--- src/rtl/seven_seg_scan_driver.sv ---
// Multiplexed N-digit seven-segment driver: shadow/display BCD registers, guarded digit scan, LZ suppression, blanking, DP.
// Latency: outputs registered, 1 cycle behind scan state. No backpressure. Optional hex glyphs: SEVEN_SEG_HEX_EN.
module seven_seg_scan_driver #(
  parameter int NUM_DIGITS     = 4,
  parameter int SCAN_DIV       = 1000,
  parameter int GUARD          = 2,
  parameter int SEG_ACTIVE_LOW = 0,
  parameter int DIG_ACTIVE_LOW = 0,
  localparam int IW = (NUM_DIGITS > 1) ? $clog2(NUM_DIGITS) : 1
) (
  input  logic                    clk,
  input  logic                    rst,
  input  logic [4*NUM_DIGITS-1:0] digits_in,
  input  logic [NUM_DIGITS-1:0]   dp_in,
  input  logic                    load,
  input  logic [NUM_DIGITS-1:0]   blank_mask,
  input  logic                    lz_en,
  output logic [6:0]              seg_out,
  output logic                    dp_out,
  output logic [NUM_DIGITS-1:0]   digit_en,
  output logic [IW-1:0]           scan_idx,
  output logic                    frame_done
);

  localparam int CW = (SCAN_DIV > 1) ? $clog2(SCAN_DIV) : 1;
  localparam logic [6:0]            SEG_OFF = (SEG_ACTIVE_LOW != 0) ? 7'h7F : 7'h00;
  localparam logic                  DP_OFF  = (SEG_ACTIVE_LOW != 0);
  localparam logic [NUM_DIGITS-1:0] DIG_OFF = (DIG_ACTIVE_LOW != 0) ? {NUM_DIGITS{1'b1}} : '0;

  logic [CW-1:0]           cnt;
  logic [IW-1:0]           idx;
  logic [4*NUM_DIGITS-1:0] shadow, display;
  logic [NUM_DIGITS-1:0]   dp_shadow, dp_display;
  logic                    last_cnt, boundary;

  assign last_cnt = (cnt == CW'(SCAN_DIV - 1));
  assign boundary = last_cnt && (idx == IW'(NUM_DIGITS - 1));

  function automatic logic [6:0] decode(input logic [3:0] v);
    logic [6:0] s;
    case (v)
      4'd0: s = 7'b1111110;
      4'd1: s = 7'b0110000;
      4'd2: s = 7'b1101101;
      4'd3: s = 7'b1111001;
      4'd4: s = 7'b0110011;
      4'd5: s = 7'b1011011;
      4'd6: s = 7'b1011111;
      4'd7: s = 7'b1110000;
      4'd8: s = 7'b1111111;
      4'd9: s = 7'b1111011;
`ifdef SEVEN_SEG_HEX_EN
      4'd10: s = 7'b1110111;
      4'd11: s = 7'b0011111;
      4'd12: s = 7'b1001110;
      4'd13: s = 7'b0111101;
      4'd14: s = 7'b1001111;
      4'd15: s = 7'b1000111;
`endif
      default: s = 7'b0000000;
    endcase
    return s;
  endfunction

  always_ff @(posedge clk or posedge rst) begin
    if (rst) begin
      cnt <= '0;
      idx <= '0;
    end else if (last_cnt) begin
      cnt <= '0;
      idx <= (idx == IW'(NUM_DIGITS - 1)) ? '0 : idx + 1'b1;
    end else begin
      cnt <= cnt + 1'b1;
    end
  end

  // Display reloads only at the frame boundary so a frame never mixes old and new digits.
  always_ff @(posedge clk or posedge rst) begin
    if (rst) begin
      shadow     <= '0;
      dp_shadow  <= '0;
      display    <= '0;
      dp_display <= '0;
    end else begin
      if (load) begin
        shadow    <= digits_in;
        dp_shadow <= dp_in;
      end
      if (boundary) begin
        display    <= shadow;
        dp_display <= dp_shadow;
      end
    end
  end

  logic [3:0]            nib [NUM_DIGITS];
  logic [NUM_DIGITS-1:0] lead_zero;
  logic                  all_zero;

  // lead_zero[k]: nibbles k..top are all zero (digit 0 is never suppressed).
  always_comb begin
    all_zero  = 1'b1;
    lead_zero = '0;
    for (int k = NUM_DIGITS - 1; k >= 0; k--) begin
      nib[k]   = display[4*k +: 4];
      all_zero = all_zero & (nib[k] == 4'd0);
      if (k != 0) lead_zero[k] = all_zero;
    end
  end

  logic                  dark;
  logic [6:0]            seg_nxt;
  logic                  dp_nxt;
  logic [NUM_DIGITS-1:0] den_nxt;

  always_comb begin
    dark    = blank_mask[idx] | (lz_en & lead_zero[idx]);
    seg_nxt = dark ? 7'b0000000 : decode(nib[idx]);
    dp_nxt  = ~dark & dp_display[idx];
    den_nxt = '0;
    if (cnt >= CW'(GUARD)) den_nxt[idx] = 1'b1;
  end

  always_ff @(posedge clk or posedge rst) begin
    if (rst) begin
      seg_out    <= SEG_OFF;
      dp_out     <= DP_OFF;
      digit_en   <= DIG_OFF;
      scan_idx   <= '0;
      frame_done <= 1'b0;
    end else begin
      seg_out    <= seg_nxt ^ SEG_OFF;
      dp_out     <= dp_nxt ^ DP_OFF;
      digit_en   <= den_nxt ^ DIG_OFF;
      scan_idx   <= idx;
      frame_done <= boundary;
    end
  end

endmodule

--- config.mk ---
export PLATFORM = sky130hd
export DESIGN_NAME = seven_seg_scan_driver
export DESIGN_NICKNAME = d
export VERILOG_FILES = /design/src/rtl/seven_seg_scan_driver.sv
export SDC_FILE = /design/constraint.sdc
export NUM_CORES = 1
export LEC_CHECK = 0
export CAP_MARGIN = 20
export CORE_UTILIZATION = 54
export CTS_CLUSTER_SIZE = 12
export DETAILED_ROUTE_END_ITERATION = 10
export PLACE_DENSITY_LB_ADDON = 0.12
export SETUP_SLACK_MARGIN = 0.3
export SLEW_MARGIN = 5
export SYNTH_ARGS = -nofsm -noshare
export SYNTH_HDL_FRONTEND = slang
export SYNTH_SLANG_ARGS = --single-unit
export TNS_END_PERCENT = 5
--- constraint.sdc ---
create_clock -name clk -period 2.6 [get_ports clk]
set_input_delay 0.65 -clock clk [delete_from_list [all_inputs] [get_ports clk]]
set_output_delay 0.65 -clock clk [all_outputs]
set_load 0.02 [all_outputs]
==> impl_metrics.tcl <==
set metrics [dict create \
    status "completed" \
    drc_errors 0 \
    ys.flop_type "dfrtp_1" \
    ant_nets 0 \
    p_per_area_nw_per_um2 552 \
    routed_via_density 5.46 \
    post_cts_resized 0 \
    ys_ff_latch 67 \
    cp.arrival_ns 2.21 \
    wl_per_cell_um 15.8 \
    slowest_stage "mux4_1" \
    hold_violations 0 \
    antenna_found_initial 0 \
    synth_top_area_share 0.556 \
    fin_crit_ns 2.01 \
    cts_inserted_buffers 9 \
    syn_inst 223 \
    synth-async-reset-ratio 1.00 \
    cts_setup_buffers 0 \
    max-vdd-ir-drop_uv 385 \
    crit_path_frequent_cell "inv_1" \
    layout.nets 311 \
    grt_max_degree 52 \
    rsz0062_at_grt "no" \
    final_cell_count_no_fill 345 \
    cp_max_fo 6 \
    avgSynthCellArea_um2 13.5 \
    cts_max_level 3 \
    grt_pass1_wl_um 9650 \
    crit_chain "mux4_1 > inv_1 > ha_1 > inv_1 > mux2i_1 > a21oi_1 > nor3_1" \
    final_layout_size_suffix_gt1_frac 0.240 \
    synthesis.area_um2 3010 \
    ctsHoldBuffers 0 \
    clkTransAtPathRegs_ns 0.07 \
    cp_data_required_time_ns 2.80 \
    cts_tree "built" \
    timing.hold.ws_ns 0.491 \
    num_io_pins 43 \
    area_delta_synth_final_pct 22.8 \
    startpoint_type "flop" \
    hp-class "flop to flop" \
    tightest_slew_ns 0.625 \
    clk_latency_ns 0.34 \
    total_power_mw 2.04 \
    max_cap_violations 0 \
    synth.area.top_cells "dfrtp_1, mux2_2, ha_1, mux4_1, mux4_2" \
    endpoint_kind "flop" \
    place_hpwl_um 3790 \
    finClkSkew_ns 0.00753 \
    synth_nets 262 \
    drv_slew 0 \
    path_class "flop to flop" \
    cts_buffer_depth 2 \
    grt_usage 0.220 \
    yosysTopAreaCell "dfrtp_1" \
    synth_edf_count 0 \
    start_util 0.575 \
    synth_warnings 0 \
    n_fill_cell 384 \
    core_area_um2 5240 \
    route.vias.total 1884 \
    drt_iter0_markers 109 \
    dr.pass1.iters 4 \
    max_stage_delay_ns 0.65 \
    antenna_cells 0 \
    routabilityCongestion 0.849 \
    max_freq_mhz 498 \
    io_buffers 42 \
    synth_cell_types 36 \
    dp.cells 331 \
    clock_sinks 67 \
    period_share 0.772 \
    finalSetupViolCount 0 \
    leakagePower_nw 1.62 \
    fin_tns_setup_ns 0 \
    rows 26 \
    ys_seq_area_frac 0.556 \
    relSlewSlack 0.584 \
    finalWirelength_um 5450 \
    clockRootBuffer "clkbuf_8" \
    overflow 0 \
    die-area_um2 5880 \
    die_h_um 76.7 \
    die_w_um 76.7 \
    grt_pass1_vias 1951 \
]
==> layout make-up <==
cell class | instances | area [µm²] | share of cell area
Inverter | 9 | 37.5 | 0.0101
Clock buffer | 11 | 141 | 0.0382
Multi-Input combinational cell | 138 | 1240 | 0.337
Clock inverter | 3 | 40.0 | 0.0108
Timing Repair Buffer | 47 | 470 | 0.127
Sequential cell | 67 | 1680 | 0.453
Tap cell | 70 | 87.6 | 0.0237
==> sequential cells by signal, summed over array words and instances (netlist names) <==
name        flops
shadow         16
cnt            10
dp_display      4
scan_idx        2
frame_done      1
display        16
digit_en        4
seg_out         7
dp_out          1
dp_shadow       4
idx             2
==> final timing paths <==
path                            cells past startpoint  startpoint          to  slack (ns)
worst max-delay path                                7      idx[0]  seg_out[3]        0.59
worst min-delay path                                1      cnt[0]      cnt[0]        0.49
worst max register to register                      7      idx[0]  seg_out[3]        0.59
worst min register to register                      1      cnt[0]      cnt[0]        0.49
max in group asynchronous                           3         rst  shadow[14]        1.39
min in group asynchronous                           2         rst  display[6]        0.64
==> through the flow <==
step | area [µm²] | util | worst slack, ns
4_1_cts | 3700 | 0.706 | 0.580
6_report | 3700 | 0.706 | 0.592
3_5_place_dp | 3520 | 0.672 | 0.589
2_1_floorplan | 3020 | - | 0.671
5_1_grt | 3700 | 0.706 | 0.385
3_3_place_gp | 3520 | 0.672 | 0.616
==> layer usage <==
layer,vias up,GRT usage,part of all wire
met1,937,0.287,0.45
li1,902,-,-
met3,10,0.0464,0.031
met4,0,0.121,0.025
met2,35,0.346,0.50
met5,-,0,0
==> Yosys cell counts (3+ instances only) <==
master / number
a21oi_1: 8
and2_1: 4
clkbuf_1: 4
dfrtp_1: 67
ha_1: 11
inv_1: 9
mux2_2: 42
mux2i_1: 4
mux4_1: 3
mux4_2: 3
nand2_1: 6
nand2b_1: 3
nand3_1: 6
nor2_1: 9
nor3_1: 7
nor4_1: 6
o21ai_0: 6
xor2_1: 3
==> critical path, delay by kind of cell, from the launching register on <==
| kind | cells | cell delay [ns] |
|---|---|---|
| multiplexers | 2 | 0.71 |
| AO/OA/AOI/OAI | 1 | 0.15 |
| buffers and inverters | 2 | 0.21 |
| adder cells (fa/ha/maj) | 1 | 0.26 |
| flip-flops | 1 | 0.50 |
| AND/OR/NAND/NOR | 1 | 0.05 |
==> power by group <==
| part | switching, mW | internal [mW] |
|---|---|---|
| Clock | 0.363 | 0.455 |
| Combinational | 0.0503 | 0.0776 |
| Sequential | 0.0171 | 1.08 |
==> cell families after synthesis <==
kind of cell               synth area share
AOI/OAI and AO/OA                    0.0424
xor gates and xnor gates             0.0145
adders and majority gates            0.0457
buffers and inverters                0.0303
DFF                                   0.556
muxes                                 0.224
and+or+nand+nor                      0.0868
==> cells in the final DEF, fill, tap and decap left out, types with 3 or more instances in the layout <==
master,netlist,layout
dfrtp_1,67,67
mux2_2,42,42
clkdlybuf4s50_1,0,42
ha_1,11,11
clkbuf_8,0,10
nor2_1,9,9
inv_1,9,8
a21oi_1,8,8
nor3_1,7,7
nand2_1,6,6
nor4_1,6,6
nand3_1,6,6
o21ai_0,6,6
and2_1,4,4
mux2i_1,4,4
buf_4,2,4
nand2b_1,3,3
xor2_1,3,3
mux4_2,3,3
mux4_1,3,3
Note: power is estimated with default switching activity, not from simulation.
==> variant, RTL diff (same settings) <==
`SCAN_DIV`: 1000 -> 500.
--- a/src/rtl/seven_seg_scan_driver.sv
+++ b/src/rtl/seven_seg_scan_driver.sv
@@ -2,7 +2,7 @@
 // Latency: outputs registered, 1 cycle behind scan state. No backpressure. Optional hex glyphs: SEVEN_SEG_HEX_EN.
 module seven_seg_scan_driver #(
   parameter int NUM_DIGITS     = 4,
-  parameter int SCAN_DIV       = 1000,
+  parameter int SCAN_DIV       = 500,
   parameter int GUARD          = 2,
   parameter int SEG_ACTIVE_LOW = 0,
   parameter int DIG_ACTIVE_LOW = 0,
Function: no difference found for any inputs over 10 cycles, from zero or initial values and one cycle with rst high; that may be too few to reach the edited logic, so the function may still have changed.
==> variant against the original RTL <==
- wire length down 10%
- total power fell by 2.3%
- sequential cell count down 1
- synthesized cell count decreased by 2.2%
- worst setup slack worse by 150 ps
- fmax decreased by 6.8%
- cell area fell by 2.0%
- area after synthesis down 2.0%
==> variant: results (changes against the original RTL) <==
<table>
<tr><th>Metric</th><th>Value</th></tr>
<tr><th colspan="2">Global route</th></tr>
<tr><td>Maximum number of pins on one net before global-route repair</td><td>67 (was 52)</td></tr>
<tr><td>Met1 Use GR</td><td>0.255 (was 0.287)</td></tr>
<tr><td>Vias in the first global route</td><td>1981 (was 1951)</td></tr>
<tr><td>GRT Total Usage</td><td>0.195 (was 0.220)</td></tr>
<tr><td>Met3 track demand over resource in global routing</td><td>0.0398 (was 0.0464)</td></tr>
<tr><th colspan="2">STA</th></tr>
<tr><td>Clock skew</td><td>9.08 ps (was 7.53 ps)</td></tr>
<tr><td>Crit share post-route</td><td>0.828 (was 0.772)</td></tr>
<tr><th colspan="2">Power and ir drop</th></tr>
<tr><td>Max VDD drop</td><td>385 uV (about the same)</td></tr>
<tr><th colspan="2">Routing</th></tr>
<tr><td>Total via count after detailed routing</td><td>1860 (was 1884)</td></tr>
<tr><td>Iter 0 DRT Violations</td><td>76 (was 109)</td></tr>
<tr><td>WL/cell</td><td>14.3 um (was 15.8 um)</td></tr>
<tr><th colspan="2">Synth</th></tr>
<tr><td>Post-synth top cells</td><td>sky130_fd_sc_hd__dfrtp_1 (66), sky130_fd_sc_hd__mux2_2 (43), sky130_fd_sc_hd__ha_1 (11), sky130_fd_sc_hd__inv_1 (11), sky130_fd_sc_hd__nor2_1 (11) (was sky130_fd_sc_hd__dfrtp_1 (67), sky130_fd_sc_hd__mux2_2 (42), sky130_fd_sc_hd__ha_1 (11))</td></tr>
<tr><td>Synth area leaders</td><td>sky130_fd_sc_hd__dfrtp_1 (56%), sky130_fd_sc_hd__mux2_2 (16%), sky130_fd_sc_hd__ha_1 (4.7%), sky130_fd_sc_hd__mux4_1 (2.7%), sky130_fd_sc_hd__mux4_2 (2.3%) (was sky130_fd_sc_hd__dfrtp_1 (56%), sky130_fd_sc_hd__mux2_2 (16%), sky130_fd_sc_hd__ha_1 (4.6%), sky130_fd_sc_hd__mux4_1 (2.6%), sky130_fd_sc_hd__mux4_2 (2.2%))</td></tr>
<tr><th colspan="2">Critical path</th></tr>
<tr><td>Arrival time reported for the critical path endpoint</td><td>2340 ps (was 2210 ps)</td></tr>
<tr><td>Largest driver fanout on the critical path</td><td>11 (was 6)</td></tr>
<tr><th colspan="2">Placement</th></tr>
<tr><td>HPWL after detailed placement</td><td>3.40 mm (was 3.79 mm)</td></tr>
<tr><td>Worst slack at placement</td><td>490 ps (was 589 ps)</td></tr>
<tr><th colspan="2">Layout</th></tr>
<tr><td>Fraction of final layout cells with drive strength greater than 1</td><td>0.247 (was 0.240)</td></tr>
<tr><td>Fin nets</td><td>307 (was 311)</td></tr>
<tr><th colspan="2">Status</th></tr>
<tr><td>Result of the run</td><td>complete, no violations (unchanged)</td></tr>
</table>
[variant: stage by stage]
step | total power [mW] | instances | instance area (um2)
final | 1.99 | 341 | 3620
after global routing | 2.07 | 341 | 3620
after CTS | 2.01 | 341 | 3620
after detailed placement | 1.23 | 327 | 3450
after global placement | 1.22 | 327 | 3450
after floorplan | 1.16 | 218 | 2960
[variant: worst paths after layout]
check / from / to / slack, ps / depth (start not counted)
worst max-delay path: idx[0] / seg_out[3] / 450 / 7
worst min-delay path: dp_display[3] / dp_display[3] / 500 / 1
worst max register to register: idx[0] / seg_out[3] / 450 / 7
worst min register to register: dp_display[3] / dp_display[3] / 500 / 1
max in group asynchronous: rst / frame_done / 1570 / 3
min in group asynchronous: rst / scan_idx[0] / 750 / 3
[variant: layout make-up]
cell class / count / share of cell area
flip-flops and latches: 66 / 0.456
multi-input cells: 133 / 0.330
repair buffers: 47 / 0.130
clock buffers: 10 / 0.0352
well taps: 70 / 0.0242
clock inverters: 4 / 0.0124
inverters: 11 / 0.0124
[variant: metal layers]
metal	wire length (um)	share of wire	vias up
met5	0	0	-
met4	112	0.023	0
met3	239	0.049	12
met2	2310	0.47	53
met1	2220	0.45	918
li1	-	-	877
[variant: worst max-delay path, cell delays in order (launching register included)]
cell and delay, ps:
sky130_fd_sc_hd__dfrtp_1 560, sky130_fd_sc_hd__mux4_1 670, sky130_fd_sc_hd__inv_1 160, sky130_fd_sc_hd__ha_1 270, sky130_fd_sc_hd__inv_1 60, sky130_fd_sc_hd__mux2i_1 60
sky130_fd_sc_hd__a21oi_1 150, sky130_fd_sc_hd__nor3_1 60
[variant: cells by family after synthesis]
| family | synth area share |
|---|---|
| multiplexers | 0.227 |
| buffers and inverters | 0.0348 |
| AND/OR/NAND/NOR | 0.0877 |
| flip-flops | 0.560 |
| XOR/XNOR | 0.0119 |
| adder cells (fa/ha/maj) | 0.0466 |
| AO/OA/AOI/OAI | 0.0322 |
[variant: power by group]
part | total [mW] | internal (mW) | switching, mW
Clock | 0.789 | 0.427 | 0.362
Sequential | 1.08 | 1.06 | 0.0165
Combinational | 0.125 | 0.0780 | 0.0474
Total | 1.99 | 1.57 | 0.425
